**src/rtl/io_bus_pkg.sv**
```systemverilog
// Shared types and constants for the memory-mapped I/O controller.
package io_bus_pkg;

  typedef enum logic [1:0] {
    IDLE = 2'd0,
    WAIT = 2'd1,
    DONE = 2'd2
  } io_state_t;

  localparam logic [1:0] LED_OFS  = 2'd0;
  localparam logic [1:0] SEG_OFS  = 2'd1;
  localparam logic [1:0] STAT_OFS = 2'd2;

  localparam logic [31:0] TIMEOUT_RDATA = 32'hDEAD_BEEF;

endpackage

```
**src/rtl/io_ch_decode.sv**
```systemverilog
// Priority decode of the word address into external channel / local register hits.
module io_ch_decode
  import io_bus_pkg::*;
#(
  parameter int unsigned NUM_CH      = 8,
  parameter int unsigned CH_BASE_BIT = 20,
  parameter int unsigned LOCAL_BIT   = 19,
  parameter int unsigned CH_IW       = 3
) (
  input  logic [29:0]      i_word,
  output logic             o_hit_ext,
  output logic [CH_IW-1:0] o_ch_idx,
  output logic             o_hit_local
);

  logic w_unused;
  assign w_unused = ^i_word;

  // Ascending scan: the last set bit seen is the highest index, which wins.
  always_comb begin
    o_hit_ext = 1'b0;
    o_ch_idx  = '0;
    for (int unsigned i = 0; i < NUM_CH; i++) begin
      if (i_word[CH_BASE_BIT + i]) begin
        o_hit_ext = 1'b1;
        o_ch_idx  = CH_IW'(i);
      end
    end
    o_hit_local = i_word[LOCAL_BIT] & ~o_hit_ext;
  end

endmodule

```
**src/rtl/io_bus_ctrl.sv**
```systemverilog
// Memory-mapped I/O controller: channel request/ack handshake, local LED/segment/status registers.
// Optional peripheral timeout recovery is compiled in with `define IO_TIMEOUT_EN.
module io_bus_ctrl
  import io_bus_pkg::*;
#(
  parameter int unsigned NUM_CH      = 8,
  parameter int unsigned CH_BASE_BIT = 20,
  parameter int unsigned LOCAL_BIT   = 19,
  parameter int unsigned LED_W       = 5,
  parameter int unsigned SEG_W       = 16,
  parameter int unsigned TIMEOUT     = 255
) (
  input  logic                 clk,
  input  logic                 reset,
  input  logic                 cpu_en,
  input  logic                 cpu_store,
  input  logic                 cpu_load,
  input  logic [31:0]          cpu_addr,
  input  logic [31:0]          cpu_wdata,
  input  logic [31:0]          mem_rdata,
  output logic [31:0]          cpu_rdata,
  output logic                 cpu_stall,
  output logic [NUM_CH-1:0]    ch_req,
  output logic                 ch_we,
  output logic [21:0]          ch_addr,
  output logic [31:0]          ch_wdata,
  input  logic [NUM_CH*32-1:0] ch_rdata,
  input  logic [NUM_CH-1:0]    ch_ack,
  output logic [LED_W-1:0]     leds,
  output logic [SEG_W-1:0]     segments,
  output logic                 err,
  output logic [31:0]          err_addr
);

  localparam int unsigned CH_IW = (NUM_CH > 1) ? $clog2(NUM_CH) : 1;
`ifdef IO_TIMEOUT_EN
  localparam int unsigned AW = 32;
`else
  localparam int unsigned AW = 22;
`endif

  io_state_t        r_state, w_next;
  logic [CH_IW-1:0] r_ch;
  logic             r_we;
  logic [AW-1:0]    r_addr;
  logic [31:0]      r_wdata;
  logic [31:0]      r_rdata;
  logic [LED_W-1:0] r_leds;
  logic [SEG_W-1:0] r_seg;

  logic             w_hit_ext, w_hit_local;
  logic [CH_IW-1:0] w_ch_idx;
  logic             w_acc, w_ext, w_loc;
  logic [1:0]       w_off;
  logic             w_ack, w_tmo, w_err;
  logic [31:0]      w_ch_rdata, w_loc_rdata, w_err_addr;
  logic             w_unused;

  io_ch_decode #(
    .NUM_CH      (NUM_CH),
    .CH_BASE_BIT (CH_BASE_BIT),
    .LOCAL_BIT   (LOCAL_BIT),
    .CH_IW       (CH_IW)
  ) u_decode (
    .i_word      (cpu_addr[31:2]),
    .o_hit_ext   (w_hit_ext),
    .o_ch_idx    (w_ch_idx),
    .o_hit_local (w_hit_local)
  );

  assign w_unused   = ^cpu_addr[1:0];
  assign w_acc      = cpu_en & (cpu_store | cpu_load);
  assign w_ext      = w_acc & w_hit_ext;
  assign w_loc      = w_acc & w_hit_local;
  assign w_off      = cpu_addr[3:2];
  assign w_ack      = ch_ack[r_ch];
  assign w_ch_rdata = ch_rdata[32*r_ch +: 32];

`ifdef IO_TIMEOUT_EN
  logic [7:0]  r_cnt;
  logic        r_err;
  logic [31:0] r_err_addr;

  // Abort on the WAIT cycle that brings the counter up to TIMEOUT.
  assign w_tmo      = (r_cnt == 8'(TIMEOUT - 1));
  assign w_err      = r_err;
  assign w_err_addr = r_err_addr;

  always_ff @(posedge clk) begin
    if (reset) begin
      r_cnt      <= '0;
      r_err      <= 1'b0;
      r_err_addr <= '0;
    end else begin
      if (r_state == IDLE && w_ext) begin
        r_cnt <= '0;
      end else if (r_state == WAIT && !w_ack) begin
        r_cnt <= r_cnt + 8'd1;
        if (w_tmo) begin
          r_err <= 1'b1;
          if (!r_err) r_err_addr <= r_addr;
        end
      end
      if (w_loc && cpu_store && w_off == STAT_OFS && cpu_wdata[0]) begin
        r_err      <= 1'b0;
        r_err_addr <= '0;
      end
    end
  end
`else
  assign w_tmo      = 1'b0;
  assign w_err      = 1'b0;
  assign w_err_addr = '0;
`endif

  always_comb begin
    w_loc_rdata = '0;
    case (w_off)
      LED_OFS:  w_loc_rdata = 32'(r_leds);
      SEG_OFS:  w_loc_rdata = 32'(r_seg);
      STAT_OFS: w_loc_rdata = 32'(w_err);
      default:  w_loc_rdata = '0;
    endcase
  end

  always_ff @(posedge clk) begin
    if (reset) r_state <= IDLE;
    else       r_state <= w_next;
  end

  always_comb begin
    w_next    = r_state;
    cpu_stall = 1'b0;
    ch_req    = '0;
    cpu_rdata = mem_rdata;
    case (r_state)
      IDLE: begin
        cpu_stall = w_ext;
        if (w_ext) w_next = WAIT;
        if (w_loc) cpu_rdata = w_loc_rdata;
      end
      WAIT: begin
        cpu_stall = 1'b1;
        ch_req    = NUM_CH'(1) << r_ch;
        if (w_ack || w_tmo) w_next = DONE;
      end
      DONE: begin
        if (!r_we) cpu_rdata = r_rdata;
        w_next = IDLE;
      end
      default: w_next = IDLE;
    endcase
  end

  always_ff @(posedge clk) begin
    if (reset) begin
      r_ch    <= '0;
      r_we    <= 1'b0;
      r_addr  <= '0;
      r_wdata <= '0;
      r_rdata <= '0;
      r_leds  <= '0;
      r_seg   <= '0;
    end else begin
      if (r_state == IDLE && w_ext) begin
        r_ch    <= w_ch_idx;
        r_we    <= cpu_store;
        r_addr  <= cpu_addr[AW-1:0];
        r_wdata <= cpu_wdata;
      end
      if (r_state == WAIT) begin
        if (w_ack)      r_rdata <= w_ch_rdata;
        else if (w_tmo) r_rdata <= TIMEOUT_RDATA;
      end
      if (w_loc && cpu_store) begin
        case (w_off)
          LED_OFS: r_leds <= cpu_wdata[LED_W-1:0];
          SEG_OFS: r_seg  <= cpu_wdata[SEG_W-1:0];
          default: ;
        endcase
      end
    end
  end

  assign ch_we    = r_we;
  assign ch_addr  = r_addr[21:0];
  assign ch_wdata = r_wdata;
  assign leds     = r_leds;
  assign segments = r_seg;
  assign err      = w_err;
  assign err_addr = w_err_addr;

endmodule

```
**config.mk**
```make
export PLATFORM = sky130hd
export DESIGN_NAME = io_bus_ctrl
export DESIGN_NICKNAME = d
export VERILOG_FILES = /design/src/rtl/io_bus_pkg.sv /design/src/rtl/io_ch_decode.sv /design/src/rtl/io_bus_ctrl.sv
export SDC_FILE = /design/constraint.sdc
export NUM_CORES = 1
export LEC_CHECK = 0
export ABC_AREA = 1
export BUFFER_PORTS_ARGS = -buffer_cell sky130_fd_sc_hd__buf_2
export CAP_MARGIN = 10
export CORE_AREA = 10 10 194 196
export CTS_BUF_LIST = sky130_fd_sc_hd__clkbuf_8
export DETAILED_ROUTE_END_ITERATION = 8
export DIE_AREA = 0 0 204 206
export PLACE_DENSITY = 0.59
export SETUP_SLACK_MARGIN = 0.02
export SLEW_MARGIN = 20
export SYNTH_ARGS = -nofsm -noshare
export SYNTH_HDL_FRONTEND = slang
export SYNTH_SLANG_ARGS = --single-unit
```
**constraint.sdc**
```tcl
create_clock -name clk -period 1.6 [get_ports clk]
set_clock_uncertainty 0.2 [all_clocks]
set_input_delay 0.16 -clock clk [delete_from_list [all_inputs] [get_ports clk]]
set_output_delay 0.16 -clock clk [all_outputs]
set_load 0.01 [all_outputs]
```
Yosys cells after proc, flatten, opt, wreduce, memory -nomap -nowiden --
Index checks and enable logic that the tools add are counted.
Storage, ports and cells: bits in registers 113, output and inout bits 150, logic and storage cells 56
Cells by class: order comparisons 1, equal/unequal tests 5, shift-type cells 2, muxes and demuxes 26, bitwise gates (word level) 6, reductions and logical operators 8
Operators with widths (number):
- 256-bit by 9-bit variable part select with 32-bit output | 1
- 32-bit two-way mux | 2
- 32-bit case mux with 2 select lines | 1
- 16-bit case mux with 2 select lines | 1
- 3-bit two-way mux | 4
- 1-bit two-way mux | 10
- 2-bit two-way mux | 4
- 8-bit two-way mux | 1
- 2-bit AND reduction | 4
- 1-bit by 3-bit left shift with 8-bit output, first input constant | 1
- 1-bit bitwise AND | 4
- 2-bit by 1-bit equality test with 1-bit output, second input constant | 2
- 2-bit logical NOT | 2
- 3-bit by 4-bit < comparator with 1-bit output, second input constant | 1
- 2-bit != test, second input constant | 2
- 2-bit case mux with 2 select lines | 1
- 1-bit binary-select mux with 3-bit select | 1
- 2-bit equality test, second input constant | 1
- 1-bit logical AND | 2
- 1-bit case mux with 2 select lines | 1
- 1-bit inverter | 1
- 1-bit OR | 1

Depth between registers and ports, before layout --
Gate-level depths: netlist of run 1.
depth in word-level cells 13, mapped depth 12

Cells and area by module --
Synthesis of run 1 repeated with hierarchy kept, for this count alone.
Second synthesis, totals: cell total of the unflattened synthesis 1255, area, all modules 7543.5 µm²
Modules (own cells, without submodules):
- io_bus_ctrl | times used 1, cells an instance 1234, area an instance 7424.6 µm², sequential area each 2262.2 µm²
- io_ch_decode | times used 1, cells an instance 21, area an instance 118.9 µm², sequential area each 0.0 µm²

Worst setup path after synthesis of run 1 --
Ideal clock, no wire load.
path type register to output, start reg r_we, in the netlist ch_we, end out cpu_rdata[0], arrival time 1.210 ns, slack 0.030 ns, stages on the path, launching flop included 8, cells stage by stage dfxtp_1 > nor3_4 > inv_2 > nand2_1 > inv_2 > buf_2 > nand2_1 > nand3_1
On the way: cells in the longest elaborated chain, start to end 2
Ends and longest elaborated chain:
- from (decl) | line io_bus_ctrl.sv:44 | logic r_we;
- from (signal assigned) | line io_bus_ctrl.sv:167 | r_we <= cpu_store;
- 32-bit two-way mux | line io_bus_ctrl.sv:148 | if (!r_we) cpu_rdata = r_rdata;
- 32-bit case mux with 2 select lines | line io_bus_ctrl.sv:136 | case (r_state)
- to (decl) | line io_bus_ctrl.sv:21 | output logic [31:0] cpu_rdata,
No other way between the ends.

Worst setup path after layout of run 1 --
start reg r_state[1], end out cpu_rdata[8]
On the way: cells in the longest elaborated chain, start to end 2
Ends and longest elaborated chain:
- from (decl) | line io_bus_ctrl.sv:42 | io_state_t r_state, w_next;
- from (signal assigned) | line io_bus_ctrl.sv:128 | else r_state <= w_next;
- 2-bit equality test or 2-bit logical NOT (tied branches) | line io_bus_ctrl.sv:136
- 32-bit case mux with 2 select lines * | line io_bus_ctrl.sv:136
Every way passes the cells marked *; elsewhere a longest branch is shown, timed or not.

==> results.txt, run 1 <==
----------------------------------------------------
[Outcome]
  Status ... finished with violations
  Violations in the final reports ... setup timing

[Routing]
  Wirelength per Cell ... 20.5 um
  Detailed route wirelength on metal2 ... 24,100 um
  Antenna-violating nets left ... 0
  Total vias in the final route ... 11.8k
  Count of routing violations after the opening detailed-route iteration ... 916
  Via/cell ratio ... 4.89
  Top Layer Used ... met4
  Detailed-routing wirelength on met1 ... 19,700 um
  Final routed wirelength across all metal layers ... 49,700 um
  Detail Route met3 WL ... 4240 um
  Remaining design rule violation count ... 0
  Length of the first detailed-routing pass in iterations ... 6

[Global route]
  Maximum number of pins on one net before global-route repair ... 50
  Vias in the first global route ... 11.7k
  Initial antenna violation count ... 2
  First-pass GRT wire length ... 70,900 um
  Tot GR Track Use ... 0.219
  Grt ovf ... 0

[Floorplan]
  Die footprint ... 42,000 um^2
  Placeable core region ... 33,900 um^2
  I/O pin count ... 515
  Die Height ... 206 um
  Cell row count ... 68
  Effective utilization at floorplan ... 0.224
  Horizontal die dimension ... 204 um

[Run]
  Max-cap violations ... 0

[Logic synthesis]
  Synth unique cells ... 24
  Most instantiated library cell after synthesis ... nand2_1
  Synth Warn # ... 0
  Fraction of synthesis flops using an asynchronous set or reset pin ... 0
  Number of enable-type register cells in the synthesized netlist ... 0
  List of most frequent post-synthesis cells ... nand2_1 (416), nand3_1 (271), nor2_1 (125)
  Synth top area cells ... dfxtp_1 (30%), nand2_1 (21%), nand3_1 (18%), nor2_1 (6.2%), nand4_1 (5.3%)
  Syn Inst Count ... 1,289
  Library cell occupying the most area in the post-synthesis netlist ... dfxtp_1
  Top cell type's share of synthesized area ... 0.297
  Mean cell area of the mapped netlist ... 5.91 um^2
  Post-synthesis instance area ... 7610 um^2
  Sequential share of the synthesized area ... 0.297
  Number of flip-flops and latches in the synthesized netlist ... 113
  Main synth FF type ... dfxtp_1

[Placed design]
  Global placer's final weighted congestion ... 0.932
  Sum of net half-perimeters after detailed placement ... 33,300 um
  Total placed cells including tap cells ... 2,190
  PortBufs ... 479

[Critical path]
  Data required, critical path ... 1240 ps
  Highest fanout seen on the critical path ... 7
  Worst Setup Start Kind ... register
  Signal arrival time at the worst endpoint ... 1700 ps
  Crit Path Class ... reg2out
  Endpoint kind of the worst setup timing path ... output port

[Worst hold path]
  Class of the most critical hold timing path ... in2reg

[CTS]
  Maximum clock insertion buffer count ... 2
  TritonCTS buffer count ... 17
  Number of levels the H-tree was split into ... 4
  Clock input transition at the sequential cells of the worst setup and hold paths ... 80 ps
  Clk Latency, worst-skew pair ... 430 ps
  Clock tree from TritonCTS ... yes
  Cell at the root of the clock tree ... clkbuf_8
  Num Clock Sinks ... 113

[Timing]
  Relative max-transition margin ... 0.575
  Unrepaired setup endpoints after global routing ... true
  Slew @ Worst Pin ... 638 ps
  Hold Fails Final Rpt ... 0
  Final count of negative-setup-slack endpoints ... 132
  Final worst-path cycle share ... 1.29
  Min Clock Period, post-route ... 2060 ps
  Final WS setup ... -462 ps
  Highest clock rate ... 485 MHz
  Final number of max-transition violations ... 0

[Power and ir drop]
  Power, Total ... 10.5 mW
  Worst VDD drop ... 0.000427 V
  Static leakage ... 7.31 nW
  Power density cells ... 708 nW/um^2

[Finish]
  Fraction of final layout cells sized beyond drive strength 1 ... 0.429
  P&R area growth vs syn ... 94.6%
  Final instance count without filler cells ... 2,422
  Number of nets in the finished design ... 2,317

----------------------------------------------------
[cell usage in the layout, fill, tap and decap left out, drive strengths merged]
cell / n
buf: 602
nand2: 417
nand3: 271
dlygate4sd3: 133
nor2: 129
dfxtp: 113
inv: 73
nand4: 66
a21oi: 59
conb: 33
clkbuf: 23
o21ai: 20
bufbuf: 9
clkinv: 7
o22ai: 5
diode: 2
clkinvlp: 2
bufinv: 2
nor3: 1
[stage by stage]
stage	cell area, um^2	hold WS (ps)	worst slack, ps	setup TNS (ps)	util
after floorplan	7730	94.9	29.8	0	-
after global placement	10700	201	-260	-16740	0.316
after detailed placement	10700	212	-241	-16640	0.316
after CTS	14400	1.18	-489	-31340	0.424
after global routing	14800	33.1	-545	-39430	0.436
final	14800	13.7	-462	-28230	0.436
[cell type report]
| type | instances | area [um^2] |
|---|---|---|
| fill | 3393 | 19100 |
| clock inverter | 14 | 155 |
| clock buffer | 18 | 248 |
| timing repair buffer | 749 | 6060 |
| inverter | 70 | 280 |
| sequential | 113 | 2280 |
| tap | 455 | 569 |
| antenna | 2 | 5.00 |
| multi-input combinational | 1001 | 5220 |
[path summary, 6_finish.rpt]
kind                start           end  cells past startpoint  slack (ps)
max            r_state[1]  cpu_rdata[8]                      8        -460
max reg2reg    r_state[1]    ch_addr[7]                      9        -230
min          ch_rdata[69]    r_rdata[5]                      7          10
min reg2reg  ch_wdata[31]  ch_wdata[31]                      2         260
[logic make-up after synthesis]
group | after synthesis | share of synthesized area
DFF | 113 | 0.297
AOI/OAI and AO/OA | 84 | 0.0565
and+or+nand+nor | 884 | 0.508
other | 1 | 0.000492
buffers and inverters | 207 | 0.138
[state kept, by name, summed over array words and instances, names as in the netlist]
name	cells
leds	5
ch_we	1
r_ch	3
r_rdata	32
ch_addr	22
r_state	2
segments	16
ch_wdata	32
[where the power goes]
group | internal, mW | switching, mW | leakage (nW)
sequential | 2.99 | 0.106 | 0.925
combinational | 2.18 | 2.29 | 6.19
clock | 1.45 | 1.48 | 0.200
[worst max-delay path: stages (launching register included)]
cell and delay (ps):
dfxtp_4 370, nor2_4 150, nand3_4 120, nor2_4 110, buf_6 160, buf_12 130, nand2_2 50, nand3_2 70
buf_6 100
[repair_timing]
action | in CTS | in global routing
hold buffers | 133 | 0
hold endpoints to repair | 111 | 0
resized for setup | 226 | 114
cloned | 29 | 5
pin swaps | 55 | 72
endpoints found under the setup margin | 133 | 133
buffers inserted | 34 | 12
[layer usage]
metal / track usage / up-vias
li1: - / 5514
met1: 0.258 / 5512
met2: 0.377 / 697
met3: 0.0530 / 113
met4: 0.0799 / 0
met5: 0 / -
Note: power is estimated with default switching activity, not from simulation.
==> run 2, diff against run 1 <==
--- a/config.mk
+++ b/config.mk
@@ -8,11 +8,14 @@
 export ABC_AREA = 1
 export BUFFER_PORTS_ARGS = -buffer_cell sky130_fd_sc_hd__buf_2
 export CAP_MARGIN = 10
-export CORE_AREA = 10 10 194 196
+export CELL_PAD_IN_SITES_DETAIL_PLACEMENT = 2
+export CELL_PAD_IN_SITES_GLOBAL_PLACEMENT = 2
+export CORE_ASPECT_RATIO = 0.9
+export CORE_MARGIN = 10
+export CORE_UTILIZATION = 18
 export CTS_BUF_LIST = sky130_fd_sc_hd__clkbuf_8
 export DETAILED_ROUTE_END_ITERATION = 8
-export DIE_AREA = 0 0 204 206
-export PLACE_DENSITY = 0.59
+export PLACE_DENSITY = 0.87
 export SETUP_SLACK_MARGIN = 0.02
 export SLEW_MARGIN = 20
 export SYNTH_ARGS = -nofsm -noshare
==> run 2 against run 1 <==
  * The run ends with hold timing, setup timing left
  * Combinational power grew 13%
  * Cell count grew 7.0%
  * Sequential power grew 2%
  * Maximum frequency shrank 7.8%
  * Global-route usage grew 3.1 points
  * Via count grew 7.5%
  * Non-clock buffer count grew 53
  * Highest routed layer unchanged
==> results.txt, run 2 (synthesized netlist as in run 1, its figures left out) <==
----------------------------------------------------
[Critical path]
  Signal arrival time at the worst endpoint ... 1880 ps (+180 ps)
  Reg2Reg Capture Point ... ch_addr[8]
  Crit Path Class ... reg2out
  Cell Chain, Critical Path ... inv_2 > nor3_4 > inv_2 > nand2_4 > inv_8 > buf_12 > nand2_2 > o21ai_1 > buf_2
  Endpoint kind of the worst setup timing path ... output port
  Highest fanout seen on the critical path ... 17 (+10)
  Startpoint of the worst register-to-register path ... r_state[0]
  Peak per-stage delay on the critical path ... 390 ps (+20 ps)
  Most common cell on crit path ... inv_2
  Setup slack on the worst flop-to-flop path ... -510 ps (-280 ps)
  Worst r2r path cells ... 12 (+3)
  Data required, critical path ... 1240 ps (about the same)
  Worst-path cell with the longest stage delay ... dfxtp_4
  Cell family with most CP delay ... buffers and inverters
  Total buffers and inverters traversed by the critical path ... 5 (+2)
  Worst Setup Start Kind ... register

[Timing]
  Relative max-transition margin ... 0.313 (-0.262)
  Final number of max-transition violations ... 0 (unchanged)
  Unrepaired setup endpoints after global routing ... true
  Min Clock Period, post-route ... 2240 ps (+175 ps)
  Final count of negative-setup-slack endpoints ... 133 (+0.76%)
  Worst hold-check slack ... -8.55 ps (-22.2 ps)
  Final worst-path cycle share ... 1.40 (+0.109)
  Highest clock rate ... 447 MHz (-7.8%)
  Hold Fails Final Rpt ... 1 (+1)
  Slew @ Worst Pin ... 1030 ps (+393 ps)
  Final WS setup ... -637 ps (-175 ps)

[CTS]
  Clk Latency, worst-skew pair ... 490 ps (+60 ps)
  Maximum clock insertion buffer count ... 2 (unchanged)
  Number of levels the H-tree was split into ... 4 (unchanged)
  Clock tree from TritonCTS ... yes
  Clock input transition at the sequential cells of the worst setup and hold paths ... 100 ps (+20 ps)
  TritonCTS buffer count ... 17 (unchanged)
  Num Clock Sinks ... 113 (unchanged)
  Cell at the root of the clock tree ... clkbuf_8

[Routing]
  Length of the first detailed-routing pass in iterations ... 5 (-1)
  Final routed wirelength across all metal layers ... 70,900 um (+43%)
  Antenna-violating nets left ... 0 (unchanged)
  Total vias in the final route ... 12.7k (+7.5%)
  Count of routing violations after the opening detailed-route iteration ... 670 (-27%)
  Via/cell ratio ... 4.91 (+0.53%)
  Wirelength per Cell ... 27.4 um (+33%)
  Remaining design rule violation count ... 0 (unchanged)

[Global route]
  Tot GR Track Use ... 0.250 (+0.0315)
  Grt ovf ... 0 (unchanged)
  Maximum number of pins on one net before global-route repair ... 62 (+24%)
  First-pass GRT wire length ... 97,400 um (+37%)
  Vias in the first global route ... 14.6k (+24%)
  Initial antenna violation count ... 25 (+23)

[Finish]
  Final Util ... 0.379 (-0.0575)
  Number of nets in the finished design ... 2,370 (+2.3%)
  # fillers ... 4,756 (+40%)
  Fraction of final layout cells sized beyond drive strength 1 ... 0.463 (+0.0338)
  Most common cell after layout, fill and taps aside ... buf_2
  P&R area growth vs syn ... 108%
  Leading cell types in the layout, fill and taps excluded ... buf_2 (461), nand2_1 (323), nand3_1 (214)
  Final instance count without filler cells ... 2,591 (+7.0%)
  Final std cell area, no fill ... 15,900 um^2 (+7.0%)

[Floorplan]
  Die footprint ... 50,900 um^2 (+21%)
  Die Height ... 215 um (+4.4%)
  Placeable core region ... 41,800 um^2 (+23%)
  Horizontal die dimension ... 237 um (+16%)
  Effective utilization at floorplan ... 0.182 (-0.0423)
  I/O pin count ... 515 (unchanged)
  Cell row count ... 71 (+4.4%)

[Power and ir drop]
  Power, Total ... 11.4 mW (+8.6%)
  Power density cells ... 718 nW/um^2 (+1.5%)
  Worst VDD drop ... 0.000518 V (+21%)
  Static leakage ... 7.56 nW (+3.3%)

[Outcome]
  Status ... finished with violations
  Violations in the final reports ... hold timing, setup timing

[Placed design]
  Global placer's final weighted congestion ... 0.895 (-3.9%)
  Sum of net half-perimeters after detailed placement ... 40,500 um (+22%)
  PortBufs ... 479 (unchanged)
  Placed cell areas ... 10,900 um^2 (+2.1%)
  Total placed cells including tap cells ... 2,297 (+4.9%)

[Worst hold path]
  Class of the most critical hold timing path ... in2reg
  Worst hold path cell count ... 7 (unchanged)
  Min-Delay Endpoint ... r_rdata[0]
  Hold Startpoint ... ch_rdata[160]

[Run]
  Max-cap violations ... 0 (unchanged)

----------------------------------------------------
run 2: changes by cell type in the layout (fill, tap and decap cells not counted), sizes merged, moves of 2 or more:
cell         delta
dlygate4sd3    +38
clkinv          -2
diode          +24
clkbuf          +2
bufbuf          -7
buf            +20
run 2: area by class of cell:
| cell class | count | area, um^2 | share of cell area |
|---|---|---|---|
| Tap cell | 547 | 684 | 0.0432 |
| Clock buffer | 18 | 248 | 0.0156 |
| Clock inverter | 14 | 181 | 0.0114 |
| Inverter | 70 | 280 | 0.0177 |
| Sequential cell | 113 | 2280 | 0.144 |
| Multi-Input combinational cell | 1001 | 5790 | 0.365 |
| Timing Repair Buffer | 802 | 6320 | 0.399 |
| Antenna cell | 26 | 65.1 | 0.00410 |
run 2: repair_timing:
action,in CTS,in global routing
buffers inserted,32,23
endpoints found under the setup margin,133,134
resized for setup,274,191
gates cloned,18,8
endpoints found under the hold margin,110,1
pin swaps,79,66
hold buffers,170,1
run 2: how the worst max path moves through the flow:
stage          cells after the start          from  slack, ps            end
2_1_floorplan                      7         ch_we         30   cpu_rdata[0]
3_3_place_gp                      11  cpu_addr[26]       -350   cpu_rdata[0]
3_5_place_dp                      10  cpu_addr[26]       -460  cpu_rdata[12]
4_1_cts                            7    r_state[1]       -580   cpu_rdata[4]
5_1_grt                            7    r_state[1]       -740   cpu_rdata[2]
6_report                           9    r_state[1]       -640  cpu_rdata[19]
run 2: metal layers:
metal	vias to the layer above	track usage	wire length (um)
met4	0	0.143	4040
met5	-	0	0
met3	199	0.0644	4290
met1	6317	0.255	25400
met2	587	0.454	37200
li1	5626	-	-
run 2: power breakdown:
| part | internal [mW] | leakage [nW] | switching (mW) |
|---|---|---|---|
| clock network | 1.61 | 0.208 | 1.61 |
| registers | 2.99 | 0.925 | 0.163 |
| logic | 2.21 | 6.42 | 2.82 |
| total | 6.80 | 7.56 | 4.59 |
run 2: worst min-delay path, delay by kind of cell:
kind / cells / cell delay [ps]
buffers and inverters: 1 / 80
and+or+nand+nor: 6 / 420
run 2: stage by stage:
stage	setup TNS, ps	hold WS (ps)	setup WS, ps
2_1_floorplan	0	94.9	29.8
3_3_place_gp	-16180	213	-352
3_5_place_dp	-30520	228	-463
4_1_cts	-44260	0.0191	-579
5_1_grt	-64820	6.55	-737
6_report	-55370	-8.55	-637
==> run 3, diff against run 2 <==
--- a/config.mk
+++ b/config.mk
@@ -15,6 +15,7 @@
 export CORE_UTILIZATION = 18
 export CTS_BUF_LIST = sky130_fd_sc_hd__clkbuf_8
 export DETAILED_ROUTE_END_ITERATION = 8
+export MAX_ROUTING_LAYER = met4
 export PLACE_DENSITY = 0.87
 export SETUP_SLACK_MARGIN = 0.02
 export SLEW_MARGIN = 20
==> run 3 against run 2 <==
  * The flow finishes with violations (setup timing)
  * Routed wire length rose by 1.1%
  * Die area stayed put
  * Non-clock buffer count decreased by 7
  * Worst setup slack better by 45 ps
==> results.txt, run 3 (synthesized netlist as in run 1, its figures left out) <==
----------------------------------------------------
[Outcome]
  Status ... finished with violations
  Violations in the final reports ... setup timing

[Global route]
  First-pass GRT wire length ... 94,600 um (-2.9%)
  Grt ovf ... 0 (unchanged)
  Initial antenna violation count ... 23 (-8.0%)
  Vias in the first global route ... 14.3k (-2.1%)
  Maximum number of pins on one net before global-route repair ... 60 (-3.2%)
  Tot GR Track Use ... 0.249 (-0.00103)

[Critical path]
  Signal arrival time at the worst endpoint ... 1830 ps (-50 ps)
  Peak per-stage delay on the critical path ... 410 ps (+20 ps)
  Total buffers and inverters traversed by the critical path ... 5 (unchanged)
  Endpoint kind of the worst setup timing path ... output port
  Worst Setup Start Kind ... register
  Data required, critical path ... 1240 ps (about the same)
  Highest fanout seen on the critical path ... 9 (-8)
  Crit Path Class ... reg2out
  Cell family with most CP delay ... buffers and inverters
  Cell Chain, Critical Path ... inv_4 > nor3_4 > inv_2 > nand2_4 > inv_8 > buf_12 > nand2_1 > o21ai_1 > buf_2
  Worst-path cell with the longest stage delay ... dfxtp_4

[Finish]
  Final std cell area, no fill ... 16,100 um^2 (+1.5%)
  P&R area growth vs syn ... 111%
  Number of nets in the finished design ... 2,363 (-0.30%)
  Final instance count without filler cells ... 2,586 (-0.19%)
  Fraction of final layout cells sized beyond drive strength 1 ... 0.468 (+0.00509)
  Final Util ... 0.385 (+0.00583)
  Most common cell after layout, fill and taps aside ... buf_2
  # fillers ... 4,722 (-0.71%)
  Leading cell types in the layout, fill and taps excluded ... buf_2 (462), nand2_1 (339), nand3_1 (198)

[Timing]
  Slew @ Worst Pin ... 1120 ps (+92.5 ps)
  Final worst-path cycle share ... 1.37 (-0.0280)
  Final count of negative-setup-slack endpoints ... 133 (unchanged)
  Sum of negative setup slack ... -49,960 ps (+5410 ps)
  Highest clock rate ... 456 MHz (+2.0%)
  Final WS setup ... -593 ps (+44.9 ps)
  Min Clock Period, post-route ... 2190 ps (-44.9 ps)
  Relative max-transition margin ... 0.251 (-0.0617)
  Hold Fails Final Rpt ... 0 (-1)
  Final number of max-transition violations ... 0 (unchanged)
  Unrepaired setup endpoints after global routing ... true

[Floorplan]
  Horizontal die dimension ... 237 um (unchanged)
  Cell row count ... 71 (unchanged)
  Effective utilization at floorplan ... 0.182 (unchanged)
  Die footprint ... 50,900 um^2 (unchanged)
  Placeable core region ... 41,800 um^2 (unchanged)
  I/O pin count ... 515 (unchanged)
  Die Height ... 215 um (unchanged)

[Power and ir drop]
  Static leakage ... 7.63 nW (+1.0%)
  Power, Total ... 11.6 mW (+2.3%)
  Worst VDD drop ... 0.000473 V (-8.6%)
  Power density cells ... 724 nW/um^2 (+0.72%)

[Routing]
  Total vias in the final route ... 12.7k (-0.43%)
  Wirelength per Cell ... 27.7 um (+1.3%)
  Length of the first detailed-routing pass in iterations ... 4 (-1)
  Count of routing violations after the opening detailed-route iteration ... 721 (+7.6%)
  Remaining design rule violation count ... 0 (unchanged)
  Final routed wirelength across all metal layers ... 71,700 um (+1.1%)
  Antenna-violating nets left ... 0 (unchanged)
  Via/cell ratio ... 4.90 (-0.24%)

[CTS]
  Clk Latency, worst-skew pair ... 440 ps (-50 ps)
  Cell at the root of the clock tree ... clkbuf_8
  Clock tree from TritonCTS ... yes
  Number of levels the H-tree was split into ... 4 (unchanged)
  Clock input transition at the sequential cells of the worst setup and hold paths ... 90 ps (about the same)
  Maximum clock insertion buffer count ... 2 (unchanged)
  Num Clock Sinks ... 113 (unchanged)
  TritonCTS buffer count ... 17 (unchanged)

[Placed design]
  Sum of net half-perimeters after detailed placement ... 40,300 um (-0.42%)
  Placed cell areas ... 10,900 um^2 (about the same)
  PortBufs ... 479 (unchanged)
  Total placed cells including tap cells ... 2,294 (-0.13%)
  Global placer's final weighted congestion ... 0.877 (-2.0%)

[Worst hold path]
  Class of the most critical hold timing path ... in2reg

[Run]
  Max-cap violations ... 0 (unchanged)

----------------------------------------------------
run 3: cell count changes in the layout (fill, tap and decap cells not counted), moves of 6 or more:
cell and change:
buf_6 +9, nor2_4 -22, a21oi_2 +16, nand2_1 +16, nor2_1 +20, dlygate4sd3_1 -21
a21oi_1 -15, nand2_4 -10, nand3_4 +22, nand3_2 -6, nand3_1 -16, buf_4 -11
run 3: worst paths after layout:
check,from,end,slack (ps),depth (start not counted)
max,r_state[1],cpu_rdata[29],-590,9
min,ch_rdata[107],r_rdata[11],40,7
max reg2reg,r_state[1],r_rdata[1],-420,12
min reg2reg,ch_wdata[7],ch_wdata[7],270,2
run 3: final cells by class:
type                       instances  area (um^2)  area share
timing repair buffer             795         6510       0.405
multi-input combinational       1001         5800       0.360
sequential                       113         2280       0.142
tap                              547          684      0.0425
inverter                          70          305      0.0190
clock buffer                      18          248      0.0154
clock inverter                    14          204      0.0127
antenna                           28         70.1     0.00435
run 3: routing by layer:
| metal | routed length, um | share of wire | global-route usage | vias up |
|---|---|---|---|---|
| met5 | 0 | 0 | - | - |
| met4 | 3880 | 0.054 | 0.128 | 0 |
| met3 | 3710 | 0.052 | 0.0496 | 194 |
| met2 | 37200 | 0.52 | 0.442 | 570 |
| met1 | 26900 | 0.38 | 0.257 | 6289 |
| li1 | - | - | - | 5621 |
run 3: worst register-to-register path, delay by kind of cell (launching register included):
| family | cells | cell delay (ps) |
|---|---|---|
| buf+inv | 7 | 950 |
| simple gates | 5 | 420 |
| flops | 1 | 390 |
run 3: what timing repair did:
action | 4_1_cts | 5_1_grt
gates cloned | 20 | 12
hold endpoints to repair | 108 | 0
buffers inserted | 29 | 25
hold buffers | 150 | 0
gates resized for setup | 144 | 308
endpoints found under the setup margin | 132 | 133
pin swaps | 82 | 123
run 3: through the flow:
stage	setup slack [ps]	hold slack [ps]
after global placement	-335	214
after CTS	-580	0.0998
final	-593	42.8
after floorplan	29.8	94.9
after detailed placement	-430	230
after global routing	-695	74.7
run 3: where the power goes:
part	internal [mW]	switching, mW
clock	1.77	1.52
combinational	2.38	2.86
sequential	2.99	0.136
total	7.13	4.52
